[src/rtl/msg_serializer.sv]
// Parallel-message to AXI4-Stream serializer: one message per handshake, DATA_BYTES per beat, LSB byte first.
// Optional zero-bubble back-to-back acceptance when MSG_SER_BACK2BACK_EN is defined.

module msg_ser_lane (
    input  logic [7:0]  byte_in,
    input  logic [15:0] idx,
    input  logic [15:0] len,
    output logic        keep,
    output logic [7:0]  byte_out
);
    assign keep     = (idx < len);
    assign byte_out = keep ? byte_in : 8'h00;
endmodule

module msg_serializer #(
    parameter int MAX_MSG_BYTES = 32,
    parameter int DATA_BYTES    = 8
) (
    input  logic                       clk,
    input  logic                       rst,
    input  logic                       msg_valid,
    output logic                       msg_ready,
    input  logic [15:0]                msg_length,
    input  logic [8*MAX_MSG_BYTES-1:0] msg_data,
    input  logic                       msg_error,
    output logic                       m_tvalid,
    input  logic                       m_tready,
    output logic [8*DATA_BYTES-1:0]    m_tdata,
    output logic [DATA_BYTES-1:0]      m_tkeep,
    output logic                       m_tlast,
    output logic                       m_tuser
);
    localparam int NB = (MAX_MSG_BYTES + DATA_BYTES - 1) / DATA_BYTES;
    localparam int CW = $clog2(NB) + 1;
    localparam int BW = 8 * DATA_BYTES;
    localparam int PW = NB * BW;

    typedef enum logic {IDLE, SEND} state_t;

    state_t                 state;
    logic [NB-1:0][BW-1:0]  msg_q;
    logic [15:0]            len_q;
    logic                   err_q;
    logic [CW-1:0]          beat_q;
    logic [CW-1:0]          last_q;

    logic [NB-1:0][BW-1:0]  in_beats;
    logic                   in_over;
    logic [15:0]            in_len;
    logic                   in_err;
    logic [CW-1:0]          in_last;
    logic                   accept;

    logic [NB-1:0][BW-1:0]  src_beats;
    logic [15:0]            src_len;
    logic                   src_err;
    logic [CW-1:0]          src_last;
    logic [CW-1:0]          src_k;
    logic [BW-1:0]          sel_word;
    logic [BW-1:0]          nxt_data;
    logic [DATA_BYTES-1:0]  nxt_keep;
    logic                   nxt_last;
    logic                   nxt_user;

    // Message is zero-padded to a whole number of beats so every beat slice exists.
    assign in_beats = PW'(msg_data);

    always_comb begin
        in_over = (msg_length > 16'(MAX_MSG_BYTES));
        in_len  = in_over ? 16'(MAX_MSG_BYTES) : msg_length;
        in_err  = msg_error | in_over;
        in_last = CW'((in_len + 16'(DATA_BYTES - 1)) / 16'(DATA_BYTES) - 16'd1);
    end

`ifdef MSG_SER_BACK2BACK_EN
    assign msg_ready = rst && ((state == IDLE) || (m_tvalid && m_tlast && m_tready));
`else
    assign msg_ready = rst && (state == IDLE);
`endif

    assign accept = msg_valid && msg_ready;

    // The next beat comes either from the message being accepted (beat 0) or from the held copy.
    always_comb begin
        src_beats = accept ? in_beats : msg_q;
        src_len   = accept ? in_len   : len_q;
        src_err   = accept ? in_err   : err_q;
        src_last  = accept ? in_last  : last_q;
        src_k     = accept ? '0       : beat_q + 1'b1;
        sel_word  = '0;
        for (int b = 0; b < NB; b++)
            if (src_k == CW'(b))
                sel_word = src_beats[b];
        nxt_last = (src_k == src_last);
        nxt_user = nxt_last & src_err;
    end

    for (genvar i = 0; i < DATA_BYTES; i++) begin : g_lane
        logic [15:0] idx;
        assign idx = 16'(src_k) * 16'(DATA_BYTES) + 16'(i);
        msg_ser_lane u_lane (
            .byte_in  (sel_word[8*i +: 8]),
            .idx      (idx),
            .len      (src_len),
            .keep     (nxt_keep[i]),
            .byte_out (nxt_data[8*i +: 8])
        );
    end

    always_ff @(posedge clk or negedge rst) begin
        if (!rst) begin
            state    <= IDLE;
            msg_q    <= '0;
            len_q    <= '0;
            err_q    <= 1'b0;
            beat_q   <= '0;
            last_q   <= '0;
            m_tvalid <= 1'b0;
            m_tdata  <= '0;
            m_tkeep  <= '0;
            m_tlast  <= 1'b0;
            m_tuser  <= 1'b0;
        end else if (accept) begin
            msg_q  <= in_beats;
            len_q  <= in_len;
            err_q  <= in_err;
            last_q <= in_last;
            beat_q <= '0;
            if (in_len != 16'd0) begin
                state    <= SEND;
                m_tvalid <= 1'b1;
                m_tdata  <= nxt_data;
                m_tkeep  <= nxt_keep;
                m_tlast  <= nxt_last;
                m_tuser  <= nxt_user;
            end else begin
                state    <= IDLE;
                m_tvalid <= 1'b0;
                m_tdata  <= '0;
                m_tkeep  <= '0;
                m_tlast  <= 1'b0;
                m_tuser  <= 1'b0;
            end
        end else if (state == SEND && m_tready) begin
            if (m_tlast) begin
                state    <= IDLE;
                m_tvalid <= 1'b0;
                m_tdata  <= '0;
                m_tkeep  <= '0;
                m_tlast  <= 1'b0;
                m_tuser  <= 1'b0;
            end else begin
                beat_q  <= beat_q + 1'b1;
                m_tdata <= nxt_data;
                m_tkeep <= nxt_keep;
                m_tlast <= nxt_last;
                m_tuser <= nxt_user;
            end
        end
    end
endmodule

[config.mk]
export PLATFORM = sky130hd
export DESIGN_NAME = msg_serializer
export DESIGN_NICKNAME = d
export VERILOG_FILES = /design/src/rtl/msg_serializer.sv
export SDC_FILE = /design/constraint.sdc
export NUM_CORES = 1
export LEC_CHECK = 0
export CAP_MARGIN = 10
export CELL_PAD_IN_SITES_DETAIL_PLACEMENT = 1
export CELL_PAD_IN_SITES_GLOBAL_PLACEMENT = 2
export CORE_UTILIZATION = 28
export CTS_BUF_LIST = sky130_fd_sc_hd__clkbuf_4
export DETAILED_ROUTE_END_ITERATION = 8
export MAX_ROUTING_LAYER = met4
export PLACE_DENSITY = 0.77
export REMOVE_ABC_BUFFERS = 1
export SKIP_LAST_GASP = 1
export SLEW_MARGIN = 10
export SYNTH_ARGS = -nofsm -noshare
export SYNTH_HDL_FRONTEND = slang
export SYNTH_SLANG_ARGS = --single-unit
[constraint.sdc]
create_clock -name clk -period 3.45 [get_ports clk]
set_clock_uncertainty 0.2 [all_clocks]
set_input_delay 0.69 -clock clk [delete_from_list [all_inputs] [get_ports clk]]
set_output_delay 0.69 -clock clk [all_outputs]
set_load 0.005 [all_outputs]
==> metrics.md <==
| Metric | Value |
|---|---|
| Synth Area in Compound Gates | 0.111 |
| Die width | 237 um |
| Max-cap violations | 0 |
| Final HPWL DP | 35000 um |
| Site Rows | 85 |
| FF+latch count, synth | 354 |
| Total chip power | 19000 uW |
| Via density | 4.72 |
| Worst Hold End | msg_q[239] |
| Post-route ant nets | 0 |
| WL met1 | 23900 um |
| Routed met2 length | 25500 um |
| Initial Util | 0.286 |
| Via count | 14000 |
| Uppermost routed layer | met4 |
| WL per Instance | 17.9 um |
| R2r startpoint | beat_q[0] |
| Final worst path period need | 3340 ps |
| CP max stage delay | 400 ps |
| Reg2reg path depth | 9 |
| P&R area growth vs syn | 40.0% |
| Slowest CP cell | clkdlybuf4s50_1 |
| Worst slack at placement | -869 ps |
| Routability congestion estimate | 0.820 |
| Worst setup path class | in2reg |
| CP startpoint | msg_length[8] |
| Final WL | 53200 um |
| Total GRT Usage | 0.198 |
| XOR/XNOR Fraction of Synth Area | 0.00453 |
| DR iter-0 viols | 618 |
| Die area | 0.0562 mm^2 |
| DIE HEIGHT | 237 um |
| Number of CTS-inserted buffers | 103 |
| CP Cell Sequence | clkdlybuf4s50_1 -> nor4_1 -> buf_4 -> nand3_1 -> nor2_2 -> nor2_1 -> inv_1 -> ha_1 -> a21oi_1 -> nand4_1 -> o221ai_2 -> o21bai_2 -> a31o_2 -> o41ai_2 |
| Final count of hold timing violations | 0 |
| Clock transition at path regs | 60 ps |
| Global route overflow | 0 |
| Post-synthesis cell type count | 58 |
| Clk sinks | 354 |
| Reg2reg setup slack | 350 ps |
| Max-slew violations | 0 |
| Synth top area share | 0.573 |
| Hold/Removal Path Class | in2reg |
| Placed inst area | 0.0202 mm^2 |
| Startpoint types | input port |
| Fraction of the mapped netlist area in adder cells | 0.00486 |
| Syn. warnings | 0 |
| CTS tree | yes |
| CP required | 3960 ps |
| Largest net degree at the start of global routing | 168 |
| Final setup viols | 0 |
| Avg Inst Size Synth | 8.78 um^2 |
| Worst-margin pin slew | 1110 ps |
| Simple-Gate Fraction of Synth Area | 0.253 |
| Synth Flop Type | dfrtp_1 |
| Relative slew margins | 0.262 |
| Cell area after layout | 0.0216 mm^2 |
| Max VDD drop | 836 uV |
| Main area contributors after synthesis | dfrtp_1 57%, nand2_1 21%, mux2i_1 2.3%, nor2_1 2.2%, clkbuf_1 2.0% |
| Cell family with most CP delay | compound AO/OA/AOI/OAI gates |
| CTS Buffer Depth | 3 |
| Setup Buffers After CTS | 0 |
| Core Box Area | 0.0541 mm^2 |
| Period utilization | 0.970 |
| Layout Nets | 2468 |
| Status | finished, final reports clean |
| Worst Path Arrival | 3850 ps |
| I/O Pins | 353 |
| Critical Path Fanout Max | 9 |
| Util after Layout | 0.400 |
| Hold_sp | msg_data[239] |
| Crit path capture type | register |
| Leak | 0.0105 uW |
| Root buf cell | clkbuf_4 |
| Sequential cell area fraction in the yosys report | 0.573 |
| Post-synth EDFFs | 0 |
| Skew-Pair Late Insertion Delay | 850 ps |
| Ratio of cells with drive above 1 in the final layout | 0.116 |
| Setup tns final | 0 ps |
| Syn Inst Count | 1761 |
| DRT Pass-1 Iters | 4 |
| Reg-to-Reg End | m_tdata[40] |
| Initial antenna violation count | 7 |
| WHS Path Cells | 3 |
| Fmax achieved | 0.299 GHz |
| Post-Synthesis Cell Area | 0.0155 mm^2 |
| Final worst slack | 105 ps |
| Yosys top cell by area | dfrtp_1 |
| Vias in the first global route | 15600 |
| I/O Buffers | 352 |
| Async SR Flop Fraction | 1.00 |
| Worst path bufs/invs | 3 |
| Met3 wire len | 2770 um |
| Remaining DRCs | 0 |
| Largest family of logic cells by synthesized area | simple AND/OR/NAND/NOR gates |
| Mux share of post-synthesis cell area | 0.0234 |
| First-pass GRT wire length | 85000 um |
| CTS H-tree depth | 3 |
| P per Cell Area | 878 mW/mm^2 |
-- routing by layer --
layer / GRT usage / vias to the layer above
li1: - / 6682
met1: 0.246 / 6921
met2: 0.319 / 322
met3: 0.0474 / 101
met4: 0.0594 / 0
met5: - / -
-- cell usage in the layout (no fill, tap or decap), types with 3 or more instances in the layout --
cell / n
a31oi_1: 17
nor3_1: 10
a221o_1: 7
o31ai_1: 30
a21oi_1: 18
dfrtp_1: 353
nand2_1: 866
buf_4: 60
buf_12: 15
o41ai_1: 8
nor4_1: 3
a22o_1: 26
xor2_1: 3
nand3_1: 7
o21ai_0: 40
clkbuf_4: 153
a21o_1: 7
ha_1: 5
a22oi_1: 35
clkinvlp_4: 3
clkinv_1: 24
clkdlybuf4s50_1: 351
diode_2: 7
xnor2_1: 5
mux2i_1: 35
o41ai_2: 3
nor2_1: 89
inv_1: 9
nand4_1: 4
bufinv_16: 3
a221oi_1: 21
and2_1: 10
-- flip-flops by register name (all words and copies together), names as in the netlist --
register / flops
m_tkeep: 8
m_tdata: 64
state: 1
beat_q: 3
len_q: 16
m_tuser: 1
m_tlast: 1
msg_q: 256
last_q: 3
err_q: 1
-- power breakdown --
group	switching, uW	internal, uW
combinational	4610	3430
sequential	844	5980
clock	1890	2250
-- stage by stage --
step / hold slack (ps) / cells
global route: 82.2 / 2969
detailed placement: 258 / 2774
CTS: 66.9 / 2962
finish: 169 / 2969
global placement: 252 / 2774
floorplan: 194 / 1651
-- layout make-up --
| cell class | count | area (um^2) |
|---|---|---|
| Clock inverter | 33 | 221 |
| Clock buffer | 153 | 1150 |
| Sequential cell | 354 | 8860 |
| Multi-Input combinational cell | 1288 | 6190 |
| Tap cell | 696 | 871 |
| Timing Repair Buffer | 429 | 4300 |
| Antenna cell | 7 | 17.5 |
| Fill cell | 6338 | 32500 |
| Inverter | 9 | 33.8 |
-- worst max path at each step --
stage | depth (start not counted) | end | slack (ps)
detailed placement | 14 | m_tdata[40] | -870
floorplan | 3 | m_tdata[61] | -8840
global placement | 13 | m_tdata[41] | -690
finish | 14 | m_tdata[40] | 110
global route | 14 | m_tdata[40] | -20
CTS | 14 | m_tdata[40] | 50
-- worst reg2reg max path, delay by kind of cell (launching register included) --
kind / cells / cell delay (ps)
AO/OA/AOI/OAI: 4 / 1060
adder cells (fa/ha/maj): 1 / 270
buffers and inverters: 1 / 600
flip-flops: 1 / 390
AND/OR/NAND/NOR: 3 / 470
-- Yosys cell counts, types with 11 or more instances --
| cell type | count |
|---|---|
| nand2_1 | 866 |
| dfrtp_1 | 354 |
| nor2_1 | 90 |
| clkbuf_1 | 81 |
| o21ai_0 | 40 |
| a22oi_1 | 35 |
| mux2i_1 | 35 |
| o31ai_1 | 30 |
| a22o_1 | 26 |
| a221oi_1 | 21 |
| buf_1 | 20 |
| a21oi_1 | 19 |
| a31oi_1 | 17 |
| and2_1 | 11 |
-- cell families (layout without fill, tap and decap cells) --
family          after synthesis  after routing
flops                       354            354
other cells                   0              7
buf+inv                     119            624
mux                          36             36
xor+xnor                      8              8
fa+ha+maj                     6              6
compound gates              231            231
simple gates               1007           1007
-- timing repair --
item,4_1_cts,5_1_grt
resized for setup,0,3
hold buffers,2,0
endpoints found under the hold margin,23,0
setup endpoints to repair,0,14
Power figures use the tool's default switching activity.
==> edit (config.mk and constraints unchanged) <==
The option `MSG_SER_BACK2BACK_EN` is turned on by a define.
--- a/src/rtl/msg_serializer.sv
+++ b/src/rtl/msg_serializer.sv
@@ -1,5 +1,7 @@
 // Parallel-message to AXI4-Stream serializer: one message per handshake, DATA_BYTES per beat, LSB byte first.
 // Optional zero-bubble back-to-back acceptance when MSG_SER_BACK2BACK_EN is defined.
+
+`define MSG_SER_BACK2BACK_EN
 
 module msg_ser_lane (
     input  logic [7:0]  byte_in,
Function: changed (a bounded check fails within 4 cycles, from zero or initial values and one cycle with rst low).
==> edit against the unedited design <==
  * Routed wire length rose by 2.2%
  * Power fell by 1.2%
  * Sequential cell count did not move
  * Synthesized cell count fell by 3.4%
  * Non-clock buffer count fell by 13
  * Area after synthesis rose by 3.9%
  * Worst hold slack improved by 16 ps
  * Design area rose by 1.9%
  * First-iteration DRC count fell by 3.7%
  * Setup slack got worse by 2.8 ps
  * Sequential share of layout area fell by 0.76 points
  * Combinational power barely moved
  * Critical path type unchanged
  * Largest cell class unchanged
==> edit: results (changes against the unedited design) <==
* Worst-Skew Late Latency at 820 ps (was 850 ps)
* Met2 WL post-DR at 26800 um (was 25500 um)
* Synth cell count leaders: nand2_1 (786), dfrtp_1 (354), clkbuf_1 (91) (was nand2_1 (866), dfrtp_1 (354), nor2_1 (90))
* GR Util met3 at 0.0547 (was 0.0474)
* Nets at 2395 (was 2468)
* Worst slack, placed at -882 ps (was -869 ps)
* GRT Total Usage at 0.196 (was 0.198)
* Area contributors post-synth: dfrtp_1 (55%), nand2_1 (18%), mux4_2 (6.6%) (was dfrtp_1 (57%), nand2_1 (21%), mux2i_1 (2.3%))
* Int Pwr at 11700 uW (about the same)
* Met3 WL at 3370 um (was 2770 um)
* Register area share after synthesis at 0.552 (was 0.573)
* Pleak at 0.0104 uW (was 0.0105 uW)
* CTS Hold Bufs at 1 (was 2)
* Power Total at 18800 uW (was 19000 uW)
* CTS Buf Count at 104 (was 103)
* Crit path DAT at 3840 ps (was 3850 ps)
* Status: complete, no violations (unchanged)
* Xor and xnor area share after synthesis at 0.00545 (was 0.00453)
* HPWL after detailed placement at 36400 um (was 35000 um)
* R2R depth at 11 (was 9)
* Reg2Reg Setup Slack at 280 ps (was 350 ps)
* Post-CTS Resized at 4 (was 0)
* Placed instance area at 20800 um^2 (was 20200 um^2)
* Synth Area in Compound Gates at 0.114 (was 0.111)
* RePlAce Congestion at 0.808 (was 0.820)
-- edit: cell count changes in the layout (fill, tap and decap cells not counted), moves of 11 or more --
cell	delta
nand2_1	-81
nor2_1	-69
mux4_2	+47
mux2i_1	-33
a22oi_1	+15
a31oi_1	-15
a22o_1	-14
and3_1	+14
a221oi_1	-13
o211ai_1	+12
o31ai_1	+11
-- edit: logic make-up after synthesis --
kind of cell / Yosys count
AO/OA/AOI/OAI: 255
XOR/XNOR: 10
adder cells (fa/ha/maj): 6
buffers and inverters: 128
flip-flops: 354
multiplexers: 52
AND/OR/NAND/NOR: 897
-- edit: area by class of cell --
type                            instances  area (um^2)
Multi-Input combinational cell       1220         6790
Clock inverter                         29          114
Clock buffer                          147         1100
Inverter                               16         60.1
Fill cell                            6494        34400
Tap cell                              756          946
Sequential cell                       354         8860
Timing Repair Buffer                  416         4160
Antenna cell                            6         15.0
